--- src/rtl/pong_game_logic.sv ---
// Pong game-state engine: START/PLAY/GAMEOVER control, per-frame ball motion
// with wall and paddle bounces, and player paddle movement. All outputs are registered.
module pong_game_logic #(
  parameter int unsigned FIELD_W      = 500,
  parameter int unsigned BALL_W       = 10,
  parameter int unsigned BALL_H       = 10,
  parameter int unsigned PADDLE_W     = 50,
  parameter int unsigned PADDLE_Y     = 460,
  parameter int unsigned BALL_SPEED   = 2,
  parameter int unsigned PADDLE_SPEED = 4,
  parameter int unsigned BALL_X0      = 245,
  parameter int unsigned BALL_Y0      = 100
) (
  input  logic       clk,
  input  logic       reset,
  input  logic       frame_tick,
  input  logic       btn_left,
  input  logic       btn_right,
  input  logic       btn_start,
  output logic [8:0] p1_paddle_x,
  output logic [8:0] p1_paddle_y,
  output logic [8:0] ball_x,
  output logic [8:0] ball_y,
  output logic       draw_start,
  output logic       draw_gameover,
  output logic [7:0] hits
);

  // 10-bit constants so every sum and compare is free of 9-bit wrap
  localparam logic [9:0] FW   = 10'(FIELD_W);
  localparam logic [9:0] BW   = 10'(BALL_W);
  localparam logic [9:0] BH   = 10'(BALL_H);
  localparam logic [9:0] PW   = 10'(PADDLE_W);
  localparam logic [9:0] PY   = 10'(PADDLE_Y);
  localparam logic [9:0] BS   = 10'(BALL_SPEED);
  localparam logic [9:0] PS   = 10'(PADDLE_SPEED);
  localparam logic [8:0] PX0  = 9'((FIELD_W - PADDLE_W) / 2);
  localparam logic [8:0] BX0  = 9'(BALL_X0);
  localparam logic [8:0] BY0  = 9'(BALL_Y0);

  typedef enum logic [1:0] {S_START, S_PLAY, S_GAMEOVER} state_t;

  state_t      state_q;
  logic        btn_start_q;
  logic [8:0]  paddle_q, ball_x_q, ball_y_q;
  logic        dx_pos_q, dy_pos_q;
  logic [7:0]  hits_q;
  logic        draw_start_q, draw_gameover_q;

  logic [8:0]  paddle_d, ball_x_d, ball_y_d;
  logic        dx_pos_d, dy_pos_d;
  logic        hit, miss;
  logic [9:0]  px, bx, by, nx, ny, psum;
  logic        start_edge, restart;

  assign start_edge = btn_start & ~btn_start_q;
  assign restart    = reset | ((state_q == S_GAMEOVER) & start_edge);

  // Candidate post-tick positions and directions from pre-tick state
  always_comb begin
    px       = {1'b0, paddle_q};
    bx       = {1'b0, ball_x_q};
    by       = {1'b0, ball_y_q};
    nx       = '0;
    ny       = '0;
    psum     = px + PS;
    paddle_d = paddle_q;
    ball_x_d = ball_x_q;
    ball_y_d = ball_y_q;
    dx_pos_d = dx_pos_q;
    dy_pos_d = dy_pos_q;
    hit      = 1'b0;
    miss     = 1'b0;

    if (btn_left && !btn_right)
      paddle_d = (px < PS) ? '0 : 9'(px - PS);
    else if (btn_right && !btn_left)
      paddle_d = (psum > FW - PW) ? 9'(FW - PW) : 9'(psum);

    if (dx_pos_q) begin
      nx = bx + BS;
      if (nx + BW >= FW) begin
        ball_x_d = 9'(FW - BW);
        dx_pos_d = 1'b0;
      end else begin
        ball_x_d = 9'(nx);
      end
    end else if (bx < BS) begin
      ball_x_d = '0;
      dx_pos_d = 1'b1;
    end else begin
      ball_x_d = 9'(bx - BS);
    end

    if (!dy_pos_q) begin
      if (by < BS) begin
        ball_y_d = '0;
        dy_pos_d = 1'b1;
      end else begin
        ball_y_d = 9'(by - BS);
      end
    end else begin
      ny = by + BS;
      if (ny + BH < PY) begin
        ball_y_d = 9'(ny);
      end else if ((bx + BW >= px) && (bx <= px + PW)) begin
        hit      = 1'b1;
        ball_y_d = 9'(PY - BH);
        dy_pos_d = 1'b0;
      end else begin
        miss     = 1'b1;
      end
    end
  end

  // Game FSM and registered game state; reset and GAMEOVER restart share the reinit path
  always_ff @(posedge clk) begin
    if (restart) begin
      state_q         <= S_START;
      btn_start_q     <= 1'b0;
      paddle_q        <= PX0;
      ball_x_q        <= BX0;
      ball_y_q        <= BY0;
      dx_pos_q        <= 1'b1;
      dy_pos_q        <= 1'b1;
      hits_q          <= '0;
      draw_start_q    <= 1'b1;
      draw_gameover_q <= 1'b0;
    end else begin
      btn_start_q <= btn_start;
      case (state_q)
        S_START: begin
          if (start_edge) begin
            state_q      <= S_PLAY;
            draw_start_q <= 1'b0;
          end
        end
        S_PLAY: begin
          if (frame_tick) begin
            if (miss) begin
              state_q         <= S_GAMEOVER;
              draw_gameover_q <= 1'b1;
            end else begin
              paddle_q <= paddle_d;
              ball_x_q <= ball_x_d;
              ball_y_q <= ball_y_d;
              dx_pos_q <= dx_pos_d;
              dy_pos_q <= dy_pos_d;
              if (hit && hits_q != '1) hits_q <= hits_q + 8'd1;
            end
          end
        end
        default: ;
      endcase
    end
  end

  assign p1_paddle_x   = paddle_q;
  assign p1_paddle_y   = 9'(PY);
  assign ball_x        = ball_x_q;
  assign ball_y        = ball_y_q;
  assign draw_start    = draw_start_q;
  assign draw_gameover = draw_gameover_q;
  assign hits          = hits_q;

endmodule

--- config.mk ---
export PLATFORM = sky130hd
export DESIGN_NAME = pong_game_logic
export DESIGN_NICKNAME = d
export VERILOG_FILES = /design/src/rtl/pong_game_logic.sv
export SDC_FILE = /design/constraint.sdc
export NUM_CORES = 1
export LEC_CHECK = 0
export BUFFER_PORTS_ARGS = -buffer_cell sky130_fd_sc_hd__buf_2
export CAP_MARGIN = 20
export CELL_PAD_IN_SITES_DETAIL_PLACEMENT = 1
export CELL_PAD_IN_SITES_GLOBAL_PLACEMENT = 2
export CORE_MARGIN = 2
export CORE_UTILIZATION = 31
export DETAILED_ROUTE_END_ITERATION = 7
export GPL_TIMING_DRIVEN = 0
export PLACE_DENSITY_LB_ADDON = 0.1
export SYNTH_ARGS = -nofsm -noshare
export SYNTH_HDL_FRONTEND = slang
export SYNTH_SLANG_ARGS = --single-unit
--- constraint.sdc ---
create_clock -name clk -period 3.5 [get_ports clk]
set_input_delay 0.175 -clock clk [delete_from_list [all_inputs] [get_ports clk]]
set_output_delay 0.175 -clock clk [all_outputs]
set_load 0.005 [all_outputs]
==> reports/summary.txt <==
Status - finished clean
Worst reg2reg path depth - 16
CTS buffer count - 5
Via count - 4428
Syn Inst Count - 557
First-pass GRT wire length - 23.7 mm
Highest clock rate - 0.298 GHz
Routability-driven placement congestion ratio - 0.867
Full die area - 14200 µm²
Crit path max-delay family - simple AND/OR/NAND/NOR gates
Top_reg_cell synth - dfxtp_1
Post-layout nets - 661
Placed cell area - 4560 µm²
Levels on crit path - 16
Slew @ Worst Pin - 0.848 ns
ANT nets after route - 0
Inst Count DP - 782
Clk_skew - 0.00723 ns
Post-DR wirelength/cell - 18.4 µm
Worst Setup Slack, final - 0.148 ns
CP Capture Point - hits[3]$_SDFFE_PP0P_
Largest net degree at the start of global routing - 20
RR Startpoint - ball_x[2]$_SDFFE_PP1P_
Pwr Density - 399 nW/µm²
Max-cap violation count - 0
CTS tree - yes
Max Root-Sink Buffers - 2
Top post-synthesis cells by area - dfxtp_1, ha_1, a21oi_1
Mapped Area - 4110 µm²
Leakage - 2.03 nW
Root Buffer - clkbuf_16
Worst Path Required - 3.74 ns
Yosys warns - 0
Kind of critical path - register to register
Slowest CP cell - or4_4
Worst Hold Class - primary input to register
Final Hold Viols - 0
Min cycle time layout - 3.35 ns
Largest stage delay, worst path - 0.56 ns
Sequential area share after synthesis - 20.0%
Fillers - 1635
Core area - 13100 µm²
Die height - 119 µm
H-tree lvl count - 2
Crit. End Element - register
Slew Limit Fails - 0
Most frequent cells in the layout - nand2_1, buf_2, a21oi_1, nor2_1, o21ai_0
Leading area contributor after synthesis - dfxtp_1
CP Cell Sequence - buf_8, and2_4, nor2_1, nor2_1, nand2_1, xnor2_1, ha_1, a21o_1, a21oi_2, o221ai_2, a41oi_2, or4_4, a21o_1, buf_6, or3_1, a21oi_1
Worst path bufs/invs - 2
Total detailed-routing wirelength - 14.8 mm
Yosys top cell area share - 20.0%
Final setup fails - 0
GRT Total Usage - 20.9%
Initial antenna violation count - 0
Setup crit start kind - register
Total power - 1.99 mW
Flop-to-flop setup slack - 0.15 ns
Setup slack at placement - -0.839 ns
Number of global-route vias before repair - 4283
VDD IR max - 0.193 mV
Port buffer count - 41
Number of library cell types mapped by synthesis - 79
Congestion Overflow GR - 0
Critical Path AT - 3.59 ns
Vias per std cell - 5.51
#FFs+latches synth - 41
Final core utilization - 38.1%
Die width - 119 µm
IO Pins - 52
Clk Latency, worst-skew pair - 0.31 ns
Layout area overhead - 21.4%
# diodes - 0
Clock-pin slew on the worst setup and hold paths - 0.08 ns
Layout Cells excl Fill - 803
Clock sinks - 41
Number of synthesized flops with an enable pin - 0
Syn Area/Cell - 7.37 µm²
Commonest non-fill, non-tap cell in the layout - nand2_1
Design Area, Final - 4980 µm²
Share of layout cells above drive strength 1 - 22.5%
DRC - 0
Reg2reg end - hits[3]$_SDFFE_PP0P_
Initial Utilization - 31.4%
Max_slew headroom - 42.8%
CP Max Fanout - 10
Crit path from - ball_x[2]$_SDFFE_PP1P_
First-pass DRT Iterations - 4
# rows - 42
Ys async rst share - 0%
DRT iter0 DRCs - 238
Dpl hpwl - 11.0 mm
Fin crit share - 95.8%
==> where the power goes <==
part	leakage (nW)	switching [mW]	internal (mW)
clock network	0.0767	0.248	0.276
logic	1.62	0.532	0.400
registers	0.336	0.0375	0.495
==> worst reg2reg max path, delay by kind of cell, from the launching register on <==
family	cells	cell delay (ns)
compound gates	6	0.83
xor+xnor	1	0.14
fa+ha+maj	1	0.32
buf+inv	2	0.26
flops	1	0.38
simple gates	6	1.37
==> cell type report <==
type / count / area, µm² / area share [%]
plain buffers: 51 / 362 / 7.25
clock buffers: 5 / 125 / 2.51
clock inverters: 3 / 28.8 / 0.577
inverters: 32 / 120 / 2.41
multi-input cells: 440 / 2970 / 59.6
flip-flops and latches: 41 / 846 / 17.0
well taps: 176 / 220 / 4.42
repair buffers: 55 / 310 / 6.22
==> cell families (layout without fill, tap and decap cells) <==
group / after synthesis / count (layout) / share of synthesized area (%)
and+or+nand+nor: 194 / 194 / 24.1
AOI/OAI and AO/OA: 181 / 181 / 31.0
buffers and inverters: 84 / 146 / 10.3
DFF: 41 / 41 / 20.0
adders and majority gates: 29 / 29 / 8.84
xor gates and xnor gates: 23 / 23 / 4.91
muxes: 3 / 3 / 0.732
other: 2 / 10 / 0.183
==> timing repair <==
item,CTS,global route
resized for setup,29,39
setup buffers,5,9
gates cloned,0,0
pin swaps,2,9
hold buffers,0,0
setup endpoints to repair,38,35
==> cells in the mapped netlist, drive strengths merged (5+ instances only) <==
cell type,number
nand3,18
or3,7
nand4,9
o211ai,8
nand2b,6
o31ai,5
a221oi,5
a21oi,44
a31oi,9
dfxtp,41
clkbuf,20
a211oi,10
buf,31
nor4,8
and3,6
nor3,19
inv,32
o21ai,41
nand2,52
o221ai,5
nor2,41
ha,29
a21o,7
xnor2,19
nor2b,5
==> worst min path at each step <==
stage,end,cells after the start,slack [ns],from
2_1_floorplan,btn_start_q$_SDFF_PP0_,1,0.30,btn_start
3_3_place_gp,btn_start_q$_SDFF_PP0_,2,0.42,btn_start
3_5_place_dp,btn_start_q$_SDFF_PP0_,2,0.43,btn_start
4_1_cts,btn_start_q$_SDFF_PP0_,2,0.10,btn_start
5_1_grt,btn_start_q$_SDFF_PP0_,2,0.11,btn_start
6_report,btn_start_q$_SDFF_PP0_,2,0.11,btn_start
==> metrics by stage <==
step                TNS, ns  hold WS, ns
CTS                       0        0.104
global route        -0.0628        0.115
finish                    0        0.112
global placement     -17.94        0.420
floorplan                 0        0.297
detailed placement   -19.98        0.426
==> state kept, by name, summed over array words and instances (netlist names) <==
signal         cells
ball_x             9
ball_y             8
btn_start_q        1
draw_gameover      1
draw_start         1
dx_pos_q           1
dy_pos_q           1
hits               8
p1_paddle_x        9
state_q            2
==> per-layer routing <==
layer	routed length [µm]	part of all wire (%)	GRT usage [%]	vias up
li1	-	-	-	2177
met1	7220	49	29.0	2163
met2	6870	46	34.7	80
met3	536	3.6	2.83	8
met4	143	0.97	4.46	0
met5	0	0	0	-
Power figures use the tool's default switching activity.
